`src/rtl/spi_pkg.sv`:
```
// rtl/spi_pkg.sv - shared SPI types and encodings for spi_receiver and spi_transmitter
package spi_pkg;

    typedef enum logic [1:0] {
        IDLE,
        ACTIVE,
        FULL
    } spi_rx_state_t;

    localparam int SPI_SYNC_MIN = 2;
    localparam int SPI_SYNC_MAX = 4;

    localparam bit SPI_SS_ACTIVE_LOW  = 1'b0;
    localparam bit SPI_SS_ACTIVE_HIGH = 1'b1;
    localparam bit SPI_CPOL_IDLE_LOW  = 1'b0;
    localparam bit SPI_CPOL_IDLE_HIGH = 1'b1;
    localparam bit SPI_CPHA_LEADING   = 1'b0;
    localparam bit SPI_CPHA_TRAILING  = 1'b1;

endpackage

```
`src/rtl/spi_input_synchronizer.sv`:
```
// rtl/spi_input_synchronizer.sv - N-stage synchronizer with polarity normalization and edge strobes
module spi_input_synchronizer #(
    parameter int stages = 2,
    parameter bit invert = 1'b0
) (
    input  logic clock,
    input  logic reset_n,
    input  logic din,
    output logic dout,
    output logic rise,
    output logic fall
);

    logic [stages-1:0] sync_q;
    logic              prev_q;

    // Inversion is a static constant, so applying it ahead of the first flop
    // lets every stage reset to the normalized inactive level of 0.
    always_ff @(posedge clock or negedge reset_n) begin
        if (!reset_n) begin
            sync_q <= '0;
            prev_q <= 1'b0;
        end else begin
            sync_q <= {sync_q[stages-2:0], din ^ invert};
            prev_q <= sync_q[stages-1];
        end
    end

    assign dout = sync_q[stages-1];
    assign rise = dout & ~prev_q;
    assign fall = ~dout & prev_q;

endmodule

```
`src/rtl/spi_receiver.sv`:
```
// rtl/spi_receiver.sv - oversampling SPI slave receiver; optional SPI_RECEIVER_FRAME_ERROR_EN adds frame_error
module spi_receiver
    import spi_pkg::*;
#(
    parameter int unsigned bitcount      = 16,
    parameter bit          ss_polarity   = SPI_SS_ACTIVE_LOW,
    parameter bit          sclk_polarity = SPI_CPOL_IDLE_HIGH,
    parameter bit          sclk_phase    = SPI_CPHA_TRAILING,
    parameter bit          msb_first     = 1'b1,
    parameter int          sync_stages   = 2
) (
    input  logic                clock,
    input  logic                reset_n,
    input  logic                ss,
    input  logic                sclk,
    input  logic                sdi,
    output logic [bitcount-1:0] data,
    output logic                valid,
    output logic                busy
`ifdef SPI_RECEIVER_FRAME_ERROR_EN
    ,
    output logic                frame_error
`endif
);

    localparam int CW = $clog2(bitcount + 1);
    localparam logic [CW-1:0] CNT_FULL = CW'(bitcount);

    logic ss_i, ss_rise, ss_fall;
    logic sclk_i, sclk_rise, sclk_fall;
    logic sdi_i;
    logic sample, shift_en, complete;

    spi_rx_state_t      state_q, state_d;
    logic [bitcount-1:0] shift_q;
    logic [CW-1:0]       cnt_q;

    spi_input_synchronizer #(.stages(sync_stages), .invert(ss_polarity == SPI_SS_ACTIVE_LOW)) u_sync_ss (
        .clock(clock), .reset_n(reset_n), .din(ss), .dout(ss_i), .rise(ss_rise), .fall(ss_fall)
    );

    spi_input_synchronizer #(.stages(sync_stages), .invert(sclk_polarity)) u_sync_sclk (
        .clock(clock), .reset_n(reset_n), .din(sclk), .dout(sclk_i), .rise(sclk_rise), .fall(sclk_fall)
    );

    spi_input_synchronizer #(.stages(sync_stages), .invert(1'b0)) u_sync_sdi (
        .clock(clock), .reset_n(reset_n), .din(sdi), .dout(sdi_i), .rise(), .fall()
    );

    assign sample   = (sclk_phase == SPI_CPHA_LEADING) ? sclk_rise : sclk_fall;
    // Deselect always wins over a coincident sample strobe.
    assign shift_en = (state_q == ACTIVE) && sample && !ss_fall && (cnt_q != CNT_FULL);
    assign complete = (state_q == ACTIVE) && !ss_fall && (cnt_q == CNT_FULL);
    assign busy     = (state_q != IDLE);

    always_ff @(posedge clock or negedge reset_n) begin
        if (!reset_n) begin
            state_q <= IDLE;
        end else begin
            state_q <= state_d;
        end
    end

    always_comb begin
        state_d = state_q;
        case (state_q)
            IDLE:    if (ss_rise) state_d = ACTIVE;
            ACTIVE:  if (ss_fall) state_d = IDLE;
                     else if (cnt_q == CNT_FULL) state_d = FULL;
            FULL:    if (ss_fall) state_d = IDLE;
            default: state_d = IDLE;
        endcase
    end

    always_ff @(posedge clock or negedge reset_n) begin
        if (!reset_n) begin
            shift_q <= '0;
            cnt_q   <= '0;
            data    <= '0;
            valid   <= 1'b0;
        end else begin
            valid <= complete;
            if (state_q == IDLE && ss_rise) begin
                shift_q <= '0;
                cnt_q   <= '0;
            end else if (shift_en) begin
                shift_q <= msb_first ? {shift_q[bitcount-2:0], sdi_i}
                                     : {sdi_i, shift_q[bitcount-1:1]};
                cnt_q   <= cnt_q + CW'(1);
            end
            if (complete) begin
                data <= shift_q;
            end
        end
    end

`ifdef SPI_RECEIVER_FRAME_ERROR_EN
    logic overflow_q;

    // Any sample strobe once the word is full marks the frame as long.
    always_ff @(posedge clock or negedge reset_n) begin
        if (!reset_n) begin
            overflow_q  <= 1'b0;
            frame_error <= 1'b0;
        end else begin
            if (state_q == IDLE && ss_rise) begin
                overflow_q <= 1'b0;
            end else if ((state_q == FULL || complete) && sample && !ss_fall) begin
                overflow_q <= 1'b1;
            end
            frame_error <= ss_fall && (((state_q == ACTIVE) && (cnt_q < CNT_FULL)) ||
                                       ((state_q == FULL) && overflow_q));
        end
    end
`endif

endmodule

```
`config.mk`:
```
export PLATFORM = sky130hd
export DESIGN_NAME = spi_receiver
export DESIGN_NICKNAME = d
export VERILOG_FILES = /design/src/rtl/spi_pkg.sv /design/src/rtl/spi_input_synchronizer.sv /design/src/rtl/spi_receiver.sv
export SDC_FILE = /design/constraint.sdc
export NUM_CORES = 1
export LEC_CHECK = 0
export ABC_AREA = 0
export CORE_UTILIZATION = 45
export CTS_CLUSTER_SIZE = 10
export DETAILED_ROUTE_END_ITERATION = 12
export GPL_TIMING_DRIVEN = 0
export PLACE_DENSITY = 0.66
export SETUP_SLACK_MARGIN = 0.02
export SLEW_MARGIN = 10
export SYNTH_ARGS = -nofsm -noshare
export SYNTH_HDL_FRONTEND = slang
export SYNTH_HIERARCHICAL = 1
export SYNTH_SLANG_ARGS = --single-unit
```
`constraint.sdc`:
```
create_clock -name clock -period 3.3 [get_ports clock]
set_input_delay 0.66 -clock clock [delete_from_list [all_inputs] [get_ports clock]]
set_output_delay 0.66 -clock clock [all_outputs]
set_load 0.005 [all_outputs]
```
==> Word level (Yosys, flattened, before mapping) <==
Cells that the tools add are included.
{ "totals": {"register_bits": 48, "latch_bits": 0, "ram_bits": 0, "mem_bits_ro": 0, "input_bits": 5, "mem_count": 0} }
{ "classes": {"n_addsub": 1, "multipliers": 0, "n_div": 0, "n_lt_le_gt_ge": 0, "n_eq_ne": 7, "shift": 0, "n_mux": 9, "n_bitwise": 8, "reduce_logical": 11} }
{ "op_table": {"columns": ["cell", "n"], "rows": [
  ["$mux W16", 2],
  ["$mux W5", 2],
  ["$mux W2", 4],
  ["$logic_and A1 B1 Y1", 6],
  ["$pmux W2 S3", 1],
  ["$add A5 B1 Y5 const B", 1],
  ["$eq A5 B5 Y1 const B", 1],
  ["$ne A5 B5 Y1 const B", 1],
  ["$not A1 Y1", 5],
  ["$ne A2 B2 Y1 const B", 2],
  ["$reduce_bool A2 Y1", 2],
  ["$and A1 B1 Y1", 3],
  ["$ne A3 B2 Y1 const B", 1],
  ["$reduce_and A3 Y1", 1],
  ["$eq A2 B1 Y1 const B", 1],
  ["$eq A2 B2 Y1 const B", 1],
  ["$logic_not A2 Y1", 1],
  ["$logic_not A1 Y1", 1]
]} }

==> Depth between registers and ports, before layout <==
{ "depth": {"depth_word": 7, "mapped_depth": 6, "depth_no_buf": 5} }

==> Modules after synthesis <==
The synthesis kept the hierarchy.
{ "modules_own_cells": {"columns": ["mod", "instances", "cells_each", "area_each_um2", "seq_area_each_um2"], "rows": [
  ["spi_receiver", 1, 146, 1765.4, 1001.0],
  ["spi_input_synchronizer (u_sync_sclk ...)", 2, 6, 93.8, 75.1],
  ["spi_input_synchronizer (u_sync_sdi)", 1, 5, 90.1, 75.1]
]} }

==> Worst setup path after synthesis <==
Ideal clock, no wire load.
{ "synth_path": {"path_type": "register -> register", "start": "register cnt_q[0]", "end": "register data[10]", "setup_ns": 0.125, "arrival_ns": 1.372, "required_time_ns": 3.175, "path_slack_ns": 1.803, "stages_incl_launch_ff": 7, "path_buffers": 1, "period_less_slack_ns": 1.497, "path_cell_list": "dfrtp_1 inv_1 ha_1 and4bb_4 nand2_4 buf_6 mux2_4"} }
{ "synth_via": {"elab_chain_len": 2} }
{ "synth_rtl": {"columns": ["item", "line_no", "rtl"], "rows": [
  ["from (decl)", "spi_receiver.sv:36", "logic [CW-1:0] cnt_q;"],
  ["from (signal assigned)", "spi_receiver.sv:89", "cnt_q <= cnt_q + CW'(1);"],
  ["$eq A5 B5 Y1", "spi_receiver.sv:53", "assign complete = (state_q == ACTIVE) && !ss_fall && (cnt_q == CNT_FULL);"],
  ["$logic_and A1 B1 Y1", "spi_receiver.sv:53", null],
  ["to (signal assigned)", "spi_receiver.sv:92", "data <= shift_q;"],
  ["to (decl)", "spi_receiver.sv:17", "output logic [bitcount-1:0] data,"]
]} }
No other way between the ends.
A chain may end at the register's enable or synchronous reset.

==> Final worst setup path <==
{ "layout_path": {"start": "register state_q[1]", "end": "output busy"} }
{ "layout_via": {"elab_chain_len": 1} }
{ "layout_rtl": {"columns": ["item", "line_no", "rtl"], "rows": [
  ["from (decl)", "spi_receiver.sv:34", "spi_rx_state_t state_q, state_d;"],
  ["from (signal assigned)", "spi_receiver.sv:60", "state_q <= state_d;"],
  ["$reduce_bool A2 Y1", "spi_receiver.sv:54", "assign busy = (state_q != IDLE);"],
  ["to (decl)", "spi_receiver.sv:19", "output logic busy"]
]} }
No other way between the ends.

==> flow_metrics.py <==
metrics = {
    "sta": {
        "period_share_pct": 64.73,
        "rsz0062_at_grt": "false",
        "setup-tns-final_ps": 0,
        "tightest_slew_ps": 428.0,
        "period_needed_ps": 2136,
        "max-slew-margin-rel_pct": 71.47,
        "hold_viol": 0,
        "max_freq_ghz": 0.4681,
        "setup_viol": 0,
        "clock_skew_ps": 13.73,
        "slew_violations": 0,
    },
    "power_and_ir_drop": {
        "power_mw": 1.074,
        "ir_drop_v": 0.0003110,
        "powerDensity_nw_per_um2": 448.8,
        "p_leak_nw": 1.106,
    },
    "critical_path": {
        "arrival_ps": 1480,
        "r2r-start": "cnt_q[0]",
        "rr_endpoint": "shift_q[15]",
        "critical_path_class": "reg2out",
        "worstPathRequired_ps": 2640,
        "reg2reg_setup_slack_ps": 1610,
        "ff2ff_path_depth": 6,
        "cp-end-kind": "output pin",
        "cp_max_fo": 6,
        "start_kind": "flop",
    },
    "place": {
        "io_buffers": 22,
        "hpwl_um": 2190,
        "dpl_cell_area_um2": 2295,
        "place.gp.congestion": 0.8481,
        "placed_cells": 232,
    },
    "min_path": {
        "min_path_type": "in2async",
    },
    "detailed_routing": {
        "dr.pass1.iters": 4,
        "drc_errors": 0,
        "wire_per_inst_um": 13.54,
        "vias_per_cell": 5.133,
        "ant_nets": 0,
        "wirelength_um": 3249,
        "drt-initial-drc-count": 113,
        "route.vias.total": 1232,
    },
    "final_layout": {
        "drive_above_1_share_pct": 20.53,
        "multi_input_area_um2": 655.6,
        "antenna_cells": 0,
        "num-fill-cells": 324,
        "syn_to_final_growth_pct": 19.80,
        "seqCellArea_um2": 1201,
        "nNetsFinal": 196,
        "final_util_pct": 58.13,
        "final_common_cell": "dfrtp_1",
        "fin_area_um2": 2392,
        "fin_cells": 240,
        "layout_common_cells": "48 x dfrtp_1, 23 x inv_1, 21 x clkdlybuf4s50_1",
    },
    "global_route": {
        "grt_pass1_wl_um": 5402,
        "grt_pass1_vias": 1218,
        "antenna_found_initial": 0,
        "overflow": 0,
        "grt_use_total_pct": 16.21,
        "grt_max_degree": 38,
    },
    "cts": {
        "postCtsSetupBuffers": 0,
        "cts.clk_slew.worst_paths_ps": 90,
        "numCtsBuffers": 5,
        "ctsRootBufferMaster": "clkbuf_8",
        "cts_buffer_depth": 2,
        "ctsResizeCount": 0,
        "hold_buffers": 0,
        "clock_latency_ps": 310,
        "htree_levels": 2,
        "cts_tree": "yes",
        "cts.sinks": 48,
    },
    "die": {
        "die_area_um2": 4708,
        "die-width_um": 68.62,
        "num_rows": 23,
        "dieHeight_um": 68.62,
        "core_um2": 4115,
        "num_io_pins": 23,
        "start_util_pct": 48.53,
    },
    "synth": {
        "synthCells": 159,
        "syn_area_um2": 1997,
        "synth_warnings": 6,
        "synthesis.nets": 166,
        "synth_area_per_cell_um2": 12.56,
    },
    "job": {
        "drv_cap": 0,
    },
    "status": {
        "outcome": "complete, no violations",
    },
}
==> worst max-delay path by stage <==
stage / cells after the start / endpoint / slack [ps] / start
3_5_place_dp: 2 / busy / 1490 / state_q[1]
5_1_grt: 2 / busy / 1110 / state_q[1]
2_1_floorplan: 6 / data[10] / 1800 / cnt_q[0]
6_report: 2 / busy / 1160 / state_q[1]
4_1_cts: 2 / busy / 1150 / state_q[1]
3_3_place_gp: 1 / u_sync_sdi/sync_q[0] / 310 / reset_n
==> through the flow <==
stage	hold WS, ps	setup slack (ps)
after floorplan	331.2	1803
after global placement	337.4	311.5
after detailed placement	337.8	1490
after CTS	227.2	1151
after global routing	226.0	1107
final	211.2	1164
==> worst max-delay path: stages, from the launching register on <==
cell,delay [ps]
dfrtp_1,430
or2_2,310
clkdlybuf4s50_1,450
==> cell type report <==
type / count / area share (%)
flip-flops and latches: 48 / 50.21
plain buffers: 9 / 2.249
repair buffers: 23 / 9.833
clock inverters: 2 / 0.6276
well taps: 50 / 2.615
clock buffers: 6 / 3.452
multi-input cells: 79 / 27.41
inverters: 23 / 3.609
==> report_power, final <==
group	switching (mW)	total [mW]	internal, mW
clock	0.196	0.366	0.170
combinational	0.0471	0.0824	0.0353
sequential	0.0177	0.625	0.608
==> per-layer routing <==
metal	track usage, %	wire length [um]	up-vias
met5	0	0	-
met4	6.771	46	0
met3	5.921	123	5
met2	25.61	1518	24
met1	19.92	1561	605
li1	-	-	598
==> flip-flops by register name (all words and copies together) (netlist names) <==
register	count
data	16
u_sync_ss/prev_q	1
cnt_q	5
u_sync_sclk/sync_q	2
u_sync_sclk/prev_q	1
state_q	2
u_sync_ss/sync_q	2
valid	1
shift_q	16
u_sync_sdi/sync_q	2
No activity file was read; power rests on OpenSTA's default activity.
